===== src/rtl/sck_rx.sv =====
// sck_rx: receiver for a slow external serial stream (sck/sdi/cs_n) into the
// clk domain. Words are DATA_W bits, MSB first, sampled on sck rising edges.
//
// Optional feature: define SCK_RX_TIMEOUT_EN to abandon a partial word after
// TIMEOUT clk cycles without an sck rise (frame stays open).
//
// Ports
//   clk      in   system clock, all logic on rising edge
//   rst      in   synchronous active-high reset
//   sck      in   external serial clock (async)
//   sdi      in   serial data, MSB first
//   cs_n     in   frame select, active-low (async)
//   rx_data  out  last complete word
//   rx_valid out  one-cycle pulse when rx_data updates
//   rx_abort out  one-cycle pulse when a partial word is discarded
//   rx_busy  out  high while a partial word is held
//
// state | meaning
// IDLE  | frame closed (cs_n high); counter and shift register held at 0
// SHIFT | frame open; sck rises shift sdi in
module sck_rx #(
    parameter int DATA_W  = 8,
    parameter int TIMEOUT = 64
) (
    input  logic              clk,
    input  logic              rst,
    input  logic              sck,
    input  logic              sdi,
    input  logic              cs_n,
    output logic [DATA_W-1:0] rx_data,
    output logic              rx_valid,
    output logic              rx_abort,
    output logic              rx_busy
);

    localparam int CNT_W = (DATA_W > 2) ? $clog2(DATA_W) : 1;
    localparam logic [CNT_W-1:0] LAST = CNT_W'(DATA_W - 1);

    generate
        if (DATA_W < 2) begin : g_bad_width
            $error("sck_rx: DATA_W must be at least 2");
        end
        if (TIMEOUT < 1) begin : g_bad_timeout
            $error("sck_rx: TIMEOUT must be at least 1");
        end
    endgenerate

    typedef enum logic {
        IDLE  = 1'b0,
        SHIFT = 1'b1
    } state_t;

    state_t state_q, state_d;

    logic sck_s1, sck_s2, sck_s3;
    logic sdi_s1, sdi_s2;
    logic cs_s1, cs_s2;
    logic sck_rise;

    // Only DATA_W-1 bits are kept: the final bit goes straight into rx_data.
    logic [DATA_W-2:0] shreg_q, shreg_d;
    logic [DATA_W-1:0] shifted;
    logic [CNT_W-1:0]  cnt_q, cnt_d;
    logic [DATA_W-1:0] data_d;
    logic              valid_d, abort_d;

`ifdef SCK_RX_TIMEOUT_EN
    localparam int TMO_W = $clog2(TIMEOUT + 1);
    localparam logic [TMO_W-1:0] TMO_LOAD = TMO_W'(TIMEOUT - 1);
    logic [TMO_W-1:0] tmo_q, tmo_d;
`endif

    // Synchronizers reset to idle line levels so reset release never
    // fabricates an sck edge or an open frame.
    always_ff @(posedge clk) begin
        if (rst) begin
            sck_s1 <= 1'b0;
            sck_s2 <= 1'b0;
            sck_s3 <= 1'b0;
            sdi_s1 <= 1'b0;
            sdi_s2 <= 1'b0;
            cs_s1  <= 1'b1;
            cs_s2  <= 1'b1;
        end else begin
            sck_s1 <= sck;
            sck_s2 <= sck_s1;
            sck_s3 <= sck_s2;
            sdi_s1 <= sdi;
            sdi_s2 <= sdi_s1;
            cs_s1  <= cs_n;
            cs_s2  <= cs_s1;
        end
    end

    assign sck_rise = sck_s2 & ~sck_s3;
    assign shifted  = {shreg_q, sdi_s2};

    always_ff @(posedge clk) begin
        if (rst) begin
            state_q <= IDLE;
        end else begin
            state_q <= state_d;
        end
    end

    always_comb begin
        state_d = cs_s2 ? IDLE : SHIFT;
        cnt_d   = cnt_q;
        shreg_d = shreg_q;
        data_d  = rx_data;
        valid_d = 1'b0;
        abort_d = 1'b0;
`ifdef SCK_RX_TIMEOUT_EN
        tmo_d   = TMO_LOAD;
`endif
        case (state_q)
            IDLE: begin
                cnt_d   = '0;
                shreg_d = '0;
            end
            SHIFT: begin
                // A bit arriving with the cs_n rise is still taken, so a
                // final bit completes its word before the frame closes.
                if (sck_rise) begin
                    if (cnt_q == LAST) begin
                        data_d  = shifted;
                        valid_d = 1'b1;
                        cnt_d   = '0;
                        shreg_d = '0;
                    end else begin
                        shreg_d = shifted[DATA_W-2:0];
                        cnt_d   = cnt_q + 1'b1;
                    end
                end
`ifdef SCK_RX_TIMEOUT_EN
                else if (cnt_q != '0) begin
                    if (tmo_q == '0) begin
                        abort_d = 1'b1;
                        cnt_d   = '0;
                        shreg_d = '0;
                    end else begin
                        tmo_d = tmo_q - 1'b1;
                    end
                end
`endif
                if (state_d == IDLE && cnt_d != '0) begin
                    abort_d = 1'b1;
                    cnt_d   = '0;
                    shreg_d = '0;
                end
            end
            default: begin
                cnt_d   = '0;
                shreg_d = '0;
            end
        endcase
    end

    always_ff @(posedge clk) begin
        if (rst) begin
            cnt_q    <= '0;
            shreg_q  <= '0;
            rx_data  <= '0;
            rx_valid <= 1'b0;
            rx_abort <= 1'b0;
        end else begin
            cnt_q    <= cnt_d;
            shreg_q  <= shreg_d;
            rx_data  <= data_d;
            rx_valid <= valid_d;
            rx_abort <= abort_d;
        end
    end

`ifdef SCK_RX_TIMEOUT_EN
    always_ff @(posedge clk) begin
        if (rst) begin
            tmo_q <= '0;
        end else begin
            tmo_q <= tmo_d;
        end
    end
`endif

    assign rx_busy = (cnt_q != '0);

endmodule


===== config.mk =====
export PLATFORM = sky130hd
export DESIGN_NAME = sck_rx
export DESIGN_NICKNAME = d
export VERILOG_FILES = /design/src/rtl/sck_rx.sv
export SDC_FILE = /design/constraint.sdc
export NUM_CORES = 1
export LEC_CHECK = 0
export ABC_AREA = 1
export CAP_MARGIN = 10
export CORE_AREA = 2 2 49 51
export CTS_BUF_LIST = sky130_fd_sc_hd__clkbuf_2
export DETAILED_ROUTE_END_ITERATION = 16
export DIE_AREA = 0 0 51 53
export DONT_BUFFER_PORTS = 1
export PLACE_DENSITY = 0.83
export SETUP_SLACK_MARGIN = 0.05
export SYNTH_ARGS = -nofsm -noshare
export SYNTH_HDL_FRONTEND = slang
export SYNTH_SLANG_ARGS = --single-unit

===== constraint.sdc =====
create_clock -name clk -period 1.5 [get_ports clk]
set_clock_uncertainty 0.1 [all_clocks]
set_input_delay 0.15 -clock clk [delete_from_list [all_inputs] [get_ports clk]]
set_output_delay 0.15 -clock clk [all_outputs]
set_load 0.01 [all_outputs]

======== Word-level counts from Yosys, hierarchy flattened ========
Cells that the tools add are included.
Widths: inputs -> output; s select.
storage, ports and cells
  register bits ........................... 28
  input bits .............................. 5
  output and inout port bits .............. 11
  logic and storage cells ................. 38
operators by class
  $add $sub $neg .......................... 1
  equality and inequality tests ........... 2
  multiplexer cells ....................... 12
  bitwise logic cells ..................... 4
  reductions and logical operators ........ 6
operators by type and width
  kind                 count
  $mux 7               3
  $pmux 7 s2           1
  $mux 3               4
  $pmux 3 s2           1
  $reduce_bool 3->1    2
  $add 3x1->3 const B  1
  $eq 3x3->1 const B   1
  $mux 1               3
  $ne 3x1->1 const B   1
  $not 1->1            3
  $reduce_and 3->1     1
  $reduce_or 3->1      1
  $reduce_or 2->1      1
  $and 1x1->1          1
  $logic_and 1x1->1    1

======== Depth between registers and ports, before layout ========
  depth in word-level cells ............... 8
  depth in mapped cells ................... 10
  gate-level depth less buffers ........... 10

======== Least setup slack after synthesis ========
No wires, ideal clock.
  path type ............................... register to register
  start point ............................. register cnt_q[0]
  end point ............................... register shreg_q[3]
  setup time .............................. 0.062 ns
  arrival ................................. 1.250 ns
  required time ........................... 1.338 ns
  path slack .............................. 0.088 ns
  cell stages (with the launch flop) ...... 10
  path buffers ............................ 0
  period minus slack after synthesis ...... 1.412 ns
  cells stage by stage .................... dfxtp_1 > ha_1 > ha_1 > inv_1 > nand3_1 > nand2_1 > nand3_2 > nand2_4 > nand2_4 > nor2_2
between the ends
  word-level cells in the longest chain between the ends .. 8
  elaborated cells between the ends (all ways) .. 12
  classes of those cells .................. add/sub: 1; eq/ne: 2; mux: 7; reduce/logical: 2
RTL lines
  item                                       line      RTL
  from (decl)                                63        logic [CNT_W-1:0] cnt_q, cnt_d;
  from (signal assigned)                     167       cnt_q <= cnt_d;
  $add 3x1->3 or $eq 3x3->1 (tied branches)  132, 125
  $mux 3                                     125       if (cnt_q == LAST) begin
  $mux 3                                     124       if (sck_rise) begin
  $mux 3                                     116       case (state_q)
  $reduce_bool 3->1                          146       if (state_d == IDLE && cnt_d != '0) begin
  $logic_and 1x1->1                          146
  $mux 7                                     146
  $pmux 7 s2                                 116
  to (signal assigned)                       168       shreg_q <= shreg_d;
  to (decl)                                  61        logic [DATA_W-2:0] shreg_q, shreg_d;
Parallel ways exist; a longest one is shown, timed or not. The select of a mux whose other input is x is not followed.
A chain may end at the register's enable or synchronous reset.

======== Final worst setup path ========
  start point ............................. register cnt_q[0]
  end point ............................... register shreg_q[5]
Same word-level chain as after synthesis.

==> flow_metrics.env <==
export IMPL_status="complete, but fails checks"
export IMPL_violations="negative setup slack"
export IMPL_grt_ovfl_total=0
export IMPL_dieWidth_um=51
export IMPL_clk_pin_slew_ns=0.25
export IMPL_clk_path_buf_depth=2
export IMPL_synth_area_top_cells="dfxtp_1, inv_1, nor2_1, a21oi_1, ha_1"
export IMPL_synth_seq_area_share_pct=49.12
export IMPL_maxSlewViolCount=0
export IMPL_top_register="rx_data"
export IMPL_synthDistinctLibCells=22
export IMPL_num_vias=995
export IMPL_syn_area_per_cell_um2=7.924
export IMPL_clock_latency_ns=0.36
export IMPL_die_h_um=53
export IMPL_placementRows=17
export IMPL_start_kind="register"
export IMPL_synth_common_cells="inv_1, dfxtp_1, nor2_1"
export IMPL_dp_hpwl_um=1341
export IMPL_grt_pass1_vias=893
export IMPL_nNetsFinal=176
export IMPL_highest_layer="met4"
export IMPL_power_total_mw=1.145
export IMPL_wl_um=2441
export IMPL_dr_pass1_iters=4
export IMPL_fmax_mhz=665.1
export IMPL_synth_cells=144
export IMPL_m1WireLength_um=985
export IMPL_yosysMostFrequentCell="inv_1"
export IMPL_wire_per_inst_um=12.52
export IMPL_cts_made_buffers=3
export IMPL_yosys_warnings=0
export IMPL_reg2reg_slack_ns=-0.004
export IMPL_worstMarginPinSlew_ns=0.3074
export IMPL_synth_area_um2=1141
export IMPL_grt_max_degree=17
export IMPL_gp_congestion=0.7425
export IMPL_holdCritStartpoint="rst"
export IMPL_crit_path_cell_trace="ha_4 > ha_4 > inv_2 > nand3_2 > nand2_2 > nand3_4 > nand2_4 > nand2_4 > nor2_2"
export IMPL_hold_viol=0
export IMPL_top_regs="rx_data x8, shreg_q x7, cnt_q x3"
export IMPL_rr_endpoint="shreg_q[5]"
export IMPL_r2r_cells=9
export IMPL_wl_met3_um=163
export IMPL_drcViolationCount=0
export IMPL_critPathKind="register to register"
export IMPL_final_core_util_pct=68.55
export IMPL_via_per_inst=5.103
export IMPL_area_growth_pct=29.06
export IMPL_fin_crit_sh_pct=100.2
export IMPL_cts_tree="built"
export IMPL_fin_crit_ns=1.504
export IMPL_cts_root_buf="clkbuf_2"
export IMPL_power_density_nw_per_um2=777.6
export IMPL_antenna_cells=0
export IMPL_num_io_pins=16
export IMPL_initial_utilization_pct=53.12
export IMPL_syn_nets=152
export IMPL_endpoint_kind="register"
export IMPL_synth_top_area_share_pct=49.12
export IMPL_largest_reg_flops=8
export IMPL_final_area_um2=1473
export IMPL_port_buffers=0
export IMPL_synth_edf_count=0
export IMPL_slowest_delay_ns=0.40
export IMPL_max_slew_margin_pct=79.44
export IMPL_drt_initial_drc_count=43
export IMPL_whs_path_depth=2
export IMPL_cap_violations=0
export IMPL_leakage_nw=0.5988
export IMPL_finalWorstSetupSlack_ns=-0.003639
export IMPL_synthArstFlopShare_pct=0
export IMPL_track_usage_pct=19.42
export IMPL_placed_area_um2=1174
export IMPL_worst_ep_arrival_time_ns=1.73
export IMPL_rsz0062_at_grt="yes"
export IMPL_r2r_start="cnt_q[0]"
export IMPL_irDropWorstVdd_v=0.0006880
export IMPL_met2WireLength_um=1212
export IMPL_core_area_um2=2148
export IMPL_hp_class="primary input to register"
export IMPL_finalSetupViolCount=1
export IMPL_crit_fanout=5
export IMPL_grt_antenna_before_repair=0
export IMPL_cts_sinks=28
export IMPL_synth_main_ff_cell="dfxtp_1"
export IMPL_ys_ff_latch=28
export IMPL_yosysTopAreaCell="dfxtp_1"
export IMPL_cp_data_required_time_ns=1.73
export IMPL_drive_gt1_share_pct=25.75
export IMPL_worstHoldEndpoint="sck_s1"
export IMPL_finalSetupTns_ns=-0.003639
export IMPL_ant_nets=0
export IMPL_htreeDepth=1
export IMPL_dieArea_um2=2703
export IMPL_grt_pass1_wl_um=3884
export IMPL_critPathSlowestCell="dfxtp_2"
-- power by group --
group / internal (mW) / switching (mW) / total (mW)
registers: 0.756 / 0.00663 / 0.762
logic: 0.0494 / 0.0551 / 0.105
clock network: 0.0579 / 0.220 / 0.278
-- kinds of logic after synthesis --
family,share of synthesized area (%)
AOI/OAI and AO/OA,9.978
adders and majority gates,3.290
buffers and inverters,14.36
DFF,49.12
and+or+nand+nor,23.25
-- what timing repair did --
item | in CTS | in global routing
hold buffers | 12 | 4
pin swaps | 9 | 8
buffers inserted | 2 | 1
gates cloned | 1 | 0
gates resized for setup | 13 | 8
setup endpoints to repair | 20 | 20
endpoints found under the hold margin | 17 | 2
-- critical path: cells and delay by family, from the launching register on --
kind	cells	cell delay, ns
adder cells (fa/ha/maj)	2	0.37
flip-flops	1	0.40
buffers and inverters	1	0.05
AND/OR/NAND/NOR	6	0.55
-- worst max path at each step --
stage             start    endpoint  slack (ns)
2_1_floorplan  cnt_q[0]  shreg_q[3]        0.09
3_3_place_gp   cnt_q[0]  shreg_q[3]        0.05
3_5_place_dp   cnt_q[0]  shreg_q[4]       -0.05
4_1_cts        cnt_q[0]  shreg_q[4]      -0.003
5_1_grt        cnt_q[0]  shreg_q[5]       -0.09
6_report       cnt_q[0]  shreg_q[5]      -0.004
-- cell type report --
| cell class | count | area [µm²] |
|---|---|---|
| Fill cell | 159 | 675.6 |
| Sequential cell | 28 | 563.0 |
| Multi-Input combinational cell | 76 | 509.2 |
| Timing Repair Buffer | 22 | 205.2 |
| Inverter | 37 | 141.4 |
| Tap cell | 28 | 35.03 |
| Clock buffer | 3 | 15.01 |
| Clock inverter | 1 | 3.754 |
-- metal layers --
layer,global-route usage [%],vias up
li1,-,484
met1,22.36,451
met2,33.12,48
met3,3.955,12
met4,11.71,0
met5,0,-
-- cells in the final DEF, fill, tap and decap left out, drive strengths merged --
cell type / count
or2: 2
nor2: 18
buf: 6
nand3: 8
ha: 3
clkinv: 1
inv: 37
o22ai: 3
nor3: 4
clkbuf: 3
nand3b: 2
o21ai: 9
dfxtp: 28
nand2: 17
dlygate4sd3: 16
a21oi: 10
-- through the flow --
step | hold WS, ns | setup slack, ns | std cells
5_1_grt | 0.2413 | -0.09457 | 195
2_1_floorplan | 0.1538 | 0.08789 | 144
3_5_place_dp | 0.1211 | -0.04595 | 171
6_report | 0.2509 | -0.003639 | 195
3_3_place_gp | 0.1197 | 0.04978 | 171
4_1_cts | 0.001634 | -0.003240 | 190
No activity file was read; power rests on OpenSTA's default activity.
